--- src/rtl/dmem_store_bridge_if.sv ---
// Core load/store port and MEMORY_TOP data port bundled for the store bridge.
// The bridge uses the slave view; the core/memory environment uses master.
interface dmem_store_bridge_if #(
  parameter int DWidth = 32
);
  logic              core_req_i;
  logic              core_write_i;
  logic [DWidth-1:0] core_addr_i;
  logic [DWidth-1:0] core_wdata_i;
  logic              core_gnt_o;
  logic              core_rvalid_o;
  logic [DWidth-1:0] core_rdata_o;
  logic              dmem_req_o;
  logic              dmem_write_o;
  logic [DWidth-1:0] dmem_addr_o;
  logic [DWidth-1:0] dmem_wdata_o;
  logic              dmem_ready_i;
  logic [DWidth-1:0] dmem_rdata_i;
  logic              sb_empty_o;
  logic [31:0]       stall_cnt_o;

  modport slave (
    input  core_req_i, core_write_i, core_addr_i, core_wdata_i,
    input  dmem_ready_i, dmem_rdata_i,
    output core_gnt_o, core_rvalid_o, core_rdata_o,
    output dmem_req_o, dmem_write_o, dmem_addr_o, dmem_wdata_o,
    output sb_empty_o, stall_cnt_o
  );

  modport master (
    output core_req_i, core_write_i, core_addr_i, core_wdata_i,
    output dmem_ready_i, dmem_rdata_i,
    input  core_gnt_o, core_rvalid_o, core_rdata_o,
    input  dmem_req_o, dmem_write_o, dmem_addr_o, dmem_wdata_o,
    input  sb_empty_o, stall_cnt_o
  );
endinterface

--- src/rtl/dmem_store_bridge.sv ---
// Core-to-dmem bridge with an in-order store buffer; loads wait for the buffer
// to drain, and a saturating counter tracks core stall cycles.
module dmem_store_bridge #(
  parameter int DWidth  = 32,
  parameter int SbDepth = 4
) (
  input logic           clk_i,
  input logic           rst_i,
  dmem_store_bridge_if.slave bus
);
  localparam int PW = $clog2(SbDepth);

  typedef enum logic [1:0] {IDLE, STORE, LOAD} state_t;

  state_t            state, state_nxt;
  logic [PW:0]       count, count_nxt;
  logic [PW-1:0]     wptr, rptr;
  logic [DWidth-1:0] sb_addr [SbDepth];
  logic [DWidth-1:0] sb_data [SbDepth];
  logic [DWidth-1:0] ld_addr, rdata;
  logic              rvalid, sb_empty;
  logic [31:0]       stall_cnt;
  logic              store_gnt, load_gnt, gnt, pop;

  // Stores may queue behind a draining buffer but never behind a pending load.
  always_comb begin
    store_gnt = !rst_i && bus.core_req_i && bus.core_write_i &&
                (count < (PW+1)'(SbDepth)) && (state != LOAD);
    load_gnt  = !rst_i && bus.core_req_i && !bus.core_write_i &&
                (state == IDLE) && (count == '0);
    gnt       = store_gnt || load_gnt;
    pop       = (state == STORE) && bus.dmem_ready_i;
    count_nxt = count + (PW+1)'(store_gnt) - (PW+1)'(pop);
  end

  always_comb begin
    state_nxt = state;
    case (state)
      IDLE:    if (count_nxt != '0) state_nxt = STORE;
               else if (load_gnt)   state_nxt = LOAD;
      STORE:   if (pop && count_nxt == '0) state_nxt = IDLE;
      LOAD:    if (bus.dmem_ready_i) state_nxt = IDLE;
      default: state_nxt = IDLE;
    endcase
  end

  always_ff @(posedge clk_i or posedge rst_i) begin
    if (rst_i) state <= IDLE;
    else       state <= state_nxt;
  end

  always_ff @(posedge clk_i or posedge rst_i) begin
    if (rst_i) begin
      count <= '0;
      wptr  <= '0;
      rptr  <= '0;
      for (int i = 0; i < SbDepth; i++) begin
        sb_addr[i] <= '0;
        sb_data[i] <= '0;
      end
    end else begin
      count <= count_nxt;
      if (store_gnt) begin
        sb_addr[wptr] <= bus.core_addr_i;
        sb_data[wptr] <= bus.core_wdata_i;
        wptr          <= wptr + PW'(1);
      end
      if (pop) rptr <= rptr + PW'(1);
    end
  end

  always_ff @(posedge clk_i or posedge rst_i) begin
    if (rst_i) begin
      ld_addr   <= '0;
      rdata     <= '0;
      rvalid    <= 1'b0;
      sb_empty  <= 1'b1;
      stall_cnt <= '0;
    end else begin
      if (load_gnt) ld_addr <= bus.core_addr_i;
      rvalid <= (state == LOAD) && bus.dmem_ready_i;
      if ((state == LOAD) && bus.dmem_ready_i) rdata <= bus.dmem_rdata_i;
      sb_empty <= (count_nxt == '0);
      if (bus.core_req_i && !gnt && !(&stall_cnt)) stall_cnt <= stall_cnt + 32'd1;
    end
  end

  assign bus.core_gnt_o    = gnt;
  assign bus.core_rvalid_o = rvalid;
  assign bus.core_rdata_o  = rdata;
  assign bus.dmem_req_o    = (state != IDLE);
  assign bus.dmem_write_o  = (state == STORE);
  assign bus.dmem_addr_o   = (state == STORE) ? sb_addr[rptr] : ld_addr;
  assign bus.dmem_wdata_o  = (state == STORE) ? sb_data[rptr] : '0;
  assign bus.sb_empty_o    = sb_empty;
  assign bus.stall_cnt_o   = stall_cnt;
endmodule

--- src/flat_wrapper.sv ---
// flat-port wrapper written by rule: the top's interface ports become plain ports
module dmem_store_bridge_flat 
#(
  parameter int DWidth  = 32,
  parameter int SbDepth = 4
)
  (clk_i, rst_i, bus_core_req_i, bus_core_write_i, bus_core_addr_i, bus_core_wdata_i, bus_dmem_ready_i, bus_dmem_rdata_i, bus_core_gnt_o, bus_core_rvalid_o, bus_core_rdata_o, bus_dmem_req_o, bus_dmem_write_o, bus_dmem_addr_o, bus_dmem_wdata_o, bus_sb_empty_o, bus_stall_cnt_o);
  dmem_store_bridge_if #(.DWidth(DWidth)) bus_i ();
  input logic clk_i;
  input logic rst_i;
  input wire logic [$bits(bus_i.core_req_i)-1:0] bus_core_req_i;
  input wire logic [$bits(bus_i.core_write_i)-1:0] bus_core_write_i;
  input wire logic [$bits(bus_i.core_addr_i)-1:0] bus_core_addr_i;
  input wire logic [$bits(bus_i.core_wdata_i)-1:0] bus_core_wdata_i;
  input wire logic [$bits(bus_i.dmem_ready_i)-1:0] bus_dmem_ready_i;
  input wire logic [$bits(bus_i.dmem_rdata_i)-1:0] bus_dmem_rdata_i;
  output wire logic [$bits(bus_i.core_gnt_o)-1:0] bus_core_gnt_o;
  output wire logic [$bits(bus_i.core_rvalid_o)-1:0] bus_core_rvalid_o;
  output wire logic [$bits(bus_i.core_rdata_o)-1:0] bus_core_rdata_o;
  output wire logic [$bits(bus_i.dmem_req_o)-1:0] bus_dmem_req_o;
  output wire logic [$bits(bus_i.dmem_write_o)-1:0] bus_dmem_write_o;
  output wire logic [$bits(bus_i.dmem_addr_o)-1:0] bus_dmem_addr_o;
  output wire logic [$bits(bus_i.dmem_wdata_o)-1:0] bus_dmem_wdata_o;
  output wire logic [$bits(bus_i.sb_empty_o)-1:0] bus_sb_empty_o;
  output wire logic [$bits(bus_i.stall_cnt_o)-1:0] bus_stall_cnt_o;
  assign bus_i.core_req_i = bus_core_req_i;
  assign bus_i.core_write_i = bus_core_write_i;
  assign bus_i.core_addr_i = bus_core_addr_i;
  assign bus_i.core_wdata_i = bus_core_wdata_i;
  assign bus_i.dmem_ready_i = bus_dmem_ready_i;
  assign bus_i.dmem_rdata_i = bus_dmem_rdata_i;
  assign bus_core_gnt_o = bus_i.core_gnt_o;
  assign bus_core_rvalid_o = bus_i.core_rvalid_o;
  assign bus_core_rdata_o = bus_i.core_rdata_o;
  assign bus_dmem_req_o = bus_i.dmem_req_o;
  assign bus_dmem_write_o = bus_i.dmem_write_o;
  assign bus_dmem_addr_o = bus_i.dmem_addr_o;
  assign bus_dmem_wdata_o = bus_i.dmem_wdata_o;
  assign bus_sb_empty_o = bus_i.sb_empty_o;
  assign bus_stall_cnt_o = bus_i.stall_cnt_o;
  dmem_store_bridge #(.DWidth(DWidth), .SbDepth(SbDepth)) u_core (.clk_i(clk_i), .rst_i(rst_i), .bus(bus_i));
endmodule
--- config.mk ---
export PLATFORM = sky130hd
export DESIGN_NAME = dmem_store_bridge_flat
export DESIGN_NICKNAME = d
export VERILOG_FILES = /design/src/rtl/dmem_store_bridge_if.sv /design/src/rtl/dmem_store_bridge.sv /design/src/flat_wrapper.sv
export SDC_FILE = /design/constraint.sdc
export NUM_CORES = 1
export LEC_CHECK = 0
export ABC_AREA = 1
export BUFFER_PORTS_ARGS = -buffer_cell sky130_fd_sc_hd__clkbuf_2
export CAP_MARGIN = 25
export CORE_ASPECT_RATIO = 1.1
export CORE_UTILIZATION = 50
export CTS_BUF_LIST = sky130_fd_sc_hd__clkbuf_16
export CTS_CLUSTER_SIZE = 28
export DETAILED_ROUTE_END_ITERATION = 10
export PLACE_DENSITY = 0.76
export SYNTH_ARGS = -nofsm -noshare
export SYNTH_HDL_FRONTEND = slang
export SYNTH_SLANG_ARGS = --single-unit
--- constraint.sdc ---
create_clock -name clk_i -period 10.2 [get_ports clk_i]
set_clock_uncertainty 0.2 [all_clocks]
set_input_delay 0.51 -clock clk_i [delete_from_list [all_inputs] [get_ports clk_i]]
set_output_delay 0.51 -clock clk_i [all_outputs]
set_load 0.05 [all_outputs]
# Yosys cells after proc, flatten, opt, wreduce, memory -nomap -nowiden
# Index checks and enable logic that the tools add are counted.
# classes
bitwise	2
add_sub_neg	5
mux	17
n_lt_le_gt_ge	4
n_reduce_logical	25
n_eq_ne	6
# op_table
op	count
bitwise mux 128 bit	2
2-to-1 mux 32 bit	7
binary-select mux 32 bit (select 2 bit)	2
demux 32 bit (select 2 bit)	1
adder 32 x 1 -> 32 bit (second input constant)	1
AND reduction 32 bit	1
logical AND 1 bit	13
2-to-1 mux 2 bit	4
greater-or-equal comparator 3 bit (second input constant)	2
zero test 3 bit	2
NOT 2 -> 3 bit	2
one-hot mux 2 bit (3 select lines)	1
adder 2 x 1 -> 2 bit (second input constant)	2
zero test 1 bit	4
!= test 2 bit (second input constant)	2
adder 3 x 1 -> 3 bit	1
< comparator 3 x 1 -> 1 bit (second input constant)	1
< comparator 3 bit (second input constant)	1
!= test 3 x 2 -> 1 bit (second input constant)	1
AND reduction 3 bit	1
nonzero test 3 bit	1
subtractor 3 x 1 -> 3 bit	1
== test 2 x 1 -> 1 bit (second input constant)	1
== test 2 bit (second input constant)	1
other kinds (4)	4
# totals
out_inout_bits	133
inputBits	101
register_bits	363
elab_cells	76

# Logic depth before layout (Yosys ltp)
# depth
word_depth	11
ltp_mapped	17
mapped_depth_nobuf	17

# Worst setup path before layout
# OpenSTA, ideal clock, no wires.
# synth_timing
kind	input to register
startpoint	input port rst_i
endpoint	register u_core.state[1]
cell_stages	13
arrival_time_ns	9.937
slack_ns	-0.052
t_required_ns	9.884
setup_ns	0.116
n_path_buf	0
path_cell_list	inv_1 > nand2_1 > inv_1 > nand3_2 > inv_2 > ha_1 > fa_1 > nor2_1 > inv_1 > nor2_1 > nand3_1 > nand2_1 > nor2_1
# synth_via
elab_chain_len	11
word_cells_on_any_way	18
classes_between	2 x add/sub; 2 x eq/ne; 2 x mux; 12 x reduce/logical
# synth_rtl
item	line_no	text
start: declaration	flat_wrapper.sv:10	input logic rst_i;
zero test 1 bit (*)	dmem_store_bridge.sv:27	store_gnt = !rst_i && bus.core_req_i && bus.core_write_i &&
logical AND 1 bit (*) (3 in a row)	dmem_store_bridge.sv:27	
logical AND 1 bit (*)	dmem_store_bridge.sv:28	(count < (PW+1)'(SbDepth)) && (state != LOAD);
named net u_core.store_gnt	dmem_store_bridge.sv:23	logic store_gnt, load_gnt, gnt, pop;
adder 3 x 1 -> 3 bit (*)	dmem_store_bridge.sv:33	count_nxt = count + (PW+1)'(store_gnt) - (PW+1)'(pop);
subtractor 3 x 1 -> 3 bit (*)	dmem_store_bridge.sv:33	
named net u_core.count_nxt[1]	dmem_store_bridge.sv:16	logic [PW:0] count, count_nxt;
zero test 3 bit	dmem_store_bridge.sv:41	STORE: if (pop && count_nxt == '0) state_nxt = IDLE;
logical AND 1 bit	dmem_store_bridge.sv:41	
!= test 2 x 1 -> 1 bit (no line)	n/a	
AND reduction 3 bit (no line)	n/a	
end signal: assignment	dmem_store_bridge.sv:49	else state <= state_nxt;
end: declaration	dmem_store_bridge.sv:15	state_t state, state_nxt;
# The timed path passes the listed nets; every way through them passes the cells marked *.
# A chain may end at the register's enable or synchronous reset.

# Final worst setup path
# layout_timing
startpoint	register u_core.rptr[0]
endpoint	output port bus_dmem_wdata_o[0]
# layout_via
elab_chain_len	5
# layout_rtl
item	line_no	text
start: declaration	dmem_store_bridge.sv:17	logic [PW-1:0] wptr, rptr;
start signal: assignment	dmem_store_bridge.sv:68	if (pop) rptr <= rptr + PW'(1);
NOT 2 -> 3 bit (not written as such)	dmem_store_bridge.sv:94	assign bus.dmem_wdata_o = (state == STORE) ? sb_data[rptr] : '0;
binary-select mux 32 bit (select 2 bit)	dmem_store_bridge.sv:94	
2-to-1 mux 32 bit (not written as such) (2 in a row)	dmem_store_bridge.sv:94	
2-to-1 mux 32 bit	dmem_store_bridge.sv:94	
end: declaration	flat_wrapper.sv:23	output wire logic [$bits(bus_i.dmem_wdata_o)-1:0] bus_dmem_wdata_o;
# Every way passes these cells. The select of a mux whose other input is x is not followed.

==> reports/qor.txt <==
CTS resizes = 0
Synth cell types = 30
Worst setup path endpoint = bus_dmem_wdata_o[0]
Synth top area share = 54.58%
Sequential share of power = 36.7%
Sw Ratio = 45.58%
DP HPWL = 25210 um
Final WL = 41210 um
Vias = 14072
Htree depth = 2
Post-synth top flop = dfrtp_1
Layout cells sized above 1 = 16.32%
Tightest Pin Transition = 1.063 ns
Fin. max-slew vios = 0
Nets = 2309
Clock Tree Root = clkbuf_16
P_leak = 9.519 nW
Gate power share = 43.3%
Routed len/inst = 15.54 um
Final setup vio count = 0
RSZ-0062 raised after global routing = no
EDFF count, synth = 0
Drt initial violations = 1194
Hold WS = 0.02603 ns
Setup repair bufs after CTS = 0
Non-filler cells, final = 2651
Element type at the critical path end = output port
Hold Buf Count CTS = 1
Finished Core Util = 58.81%
Syn Area/Cell = 8.168 um^2
Gpl congestion = 0.8501
Worst slack, placed = 6.370 ns
Worst-Skew Late Latency = 0.51 ns
Core area = 32460 um^2
GRT Resource Usage Total = 24.96%
Worst slew margin = 29.16%
Drt pass-1 iters = 5
Global-route wire length before repair = 68800 um
FFs w/ async S/R, synth = 100.0%
Setup TNS = 0 ns
R2R setup slack = 7.08 ns
Clk pwr share = 20.0%
Area contributors post-synth = dfrtp_1, o21ai_0, nand2_1, nor2_1, inv_1
Dominant cell type by area after synthesis = dfrtp_1
Drt via density = 5.308
Clk slew on worst S/H paths = 0.06 ns
Dpl cells = 2582
Clk sink count = 363
Max Freq = 0.2330 GHz
Int Power = 3.435 mW
R2R Path End = u_core.state[1]
Run status = complete, no violations
Post-route setup slack = 5.908 ns
Total grt overflow = 0
Die height = 193.1 um
Syn_nets = 2141
Commonest non-fill, non-tap cell in the layout = nand2_1
Reg2Reg Depth = 17
Net Sw Power = 2.877 mW
Setup crit start = u_core.rptr[0]
WP data arrival = 3.58 ns
Total Power = 6.312 mW
Via count of the first global-routing pass = 13726
Synthesized flop and latch total = 363
CTS tree = done
Starting Density = 51.13%
Area growth, synth to finish = 15.02%
Minimum clock period = 4.292 ns
CTS max path bufs = 3
Std cell rows = 69
Final instance area = 19090 um^2
Final hold vios = 0
Mapped Cells = 2032
Yosys warning total = 0
Commonest cells after routing, fill and taps aside = nand2_1, o21ai_0, dfrtp_1
Filler Cells Inserted = 2902
Critical Path Start Type = flip-flop
Post-DP Area = 17910 um^2
Antenna-violating nets left = 0
Die Wd = 175.7 um
DRC = 0
Hold Path Class = in2reg
Full die area = 33930 um^2
# port buffers = 233
Num CTS Buffers = 39
Mapped Area = 16600 um^2
Max-cap violation count = 0
Largest net degree at the start of global routing = 180
Num ports = 234
Seq/Total Area, Yosys = 54.74%
VDD IR-drop max = 0.0002099 V
Power Dens Cells = 330.7 nW/um^2
Top fanout value on the critical path = 68
Crit path kind = reg2out
Fin crit share = 42.08%
Reg-to-Reg Start = u_core.state[0]
Worst endpoint required time = 9.49 ns
Initial antenna violation count = 2
-- cells in the mapped netlist (3+ instances only) --
library cell,n
clkbuf_2,3
a31oi_1,32
nand3_1,20
nand2_2,13
xor2_1,9
nor2_1,348
o21ai_0,403
o21ai_1,20
nand2_1,500
ha_1,7
nor2_2,3
a21oi_1,33
mux2_2,32
xnor2_1,6
dfrtp_1,362
inv_1,108
buf_2,54
clkbuf_1,62
-- area by class of cell --
class | instances | area (um^2) | area share [%]
flip-flops and latches | 363 | 9090 | 47.62
inverters | 111 | 422.9 | 2.215
repair buffers | 252 | 1364 | 7.144
clock inverters | 26 | 132.6 | 0.6948
diodes | 1 | 2.502 | 0.01311
well taps | 426 | 533.0 | 2.792
clock buffers | 39 | 975.9 | 5.112
multi-input cells | 1433 | 6569 | 34.41
-- registers in the layout, summed over array words and instances, names as in the netlist --
signal                    flops
u_core.bus.core_rdata_o      32
u_core.bus.core_rvalid_o      1
u_core.bus.sb_empty_o         1
u_core.bus.stall_cnt_o       32
u_core.count                  3
u_core.ld_addr               32
u_core.rptr                   2
u_core.sb_addr              128
u_core.sb_data              128
u_core.state                  2
u_core.wptr                   2
-- worst min path at each step --
stage,from,end,slack [ns],depth (start not counted)
3_5_place_dp,u_core.sb_data[1],u_core.sb_data[1],0.27,2
5_1_grt,bus_dmem_rdata_i[23],u_core.bus.core_rdata_o[23],0.01,2
4_1_cts,bus_dmem_rdata_i[23],u_core.bus.core_rdata_o[23],0.002,2
3_3_place_gp,u_core.sb_addr[70],u_core.sb_addr[70],0.26,2
6_report,bus_dmem_rdata_i[23],u_core.bus.core_rdata_o[23],0.03,2
2_1_floorplan,u_core.sb_addr[31],u_core.sb_addr[31],0.25,2
-- cells by family after synthesis --
family                   after synthesis  share of synthesized area (%)
AND/OR/NAND/NOR                      890                          20.75
AO/OA/AOI/OAI                        488                          14.96
flip-flops                           363                          54.74
buffers and inverters                236                          5.948
multiplexers                          32                          2.171
XOR/XNOR                              15                         0.7916
adder cells (fa/ha/maj)                8                         0.6483
-- per-layer routing --
layer  up-vias  wire length [um]  part of all wire [%]  GRT usage (%)
li1       6859                 -                     -              -
met1      6672             18280                    44          33.63
met2       477             19710                    48          42.26
met3        64              2401                   5.8          3.549
met4         0               814                   2.0          7.023
met5         -                 0                     0              0
-- worst max-delay path, stage by stage, from the launching register on --
cell	delay, ns
dfrtp_4	0.92
clkinv_2	0.87
buf_4	0.57
o21ai_0	0.25
a21oi_1	0.12
clkbuf_2	0.28
-- power by group through the flow --
stage | logic [mW] | clock network [mW] | registers, mW
3_5_place_dp | 2.75 | 0 | 2.33
5_1_grt | 3.02 | 1.34 | 2.38
3_3_place_gp | 2.69 | 0 | 2.31
2_1_floorplan | 1.92 | 0 | 2.47
4_1_cts | 2.76 | 1.29 | 2.31
6_report | 2.74 | 1.26 | 2.32
Power figures use the tool's default switching activity.
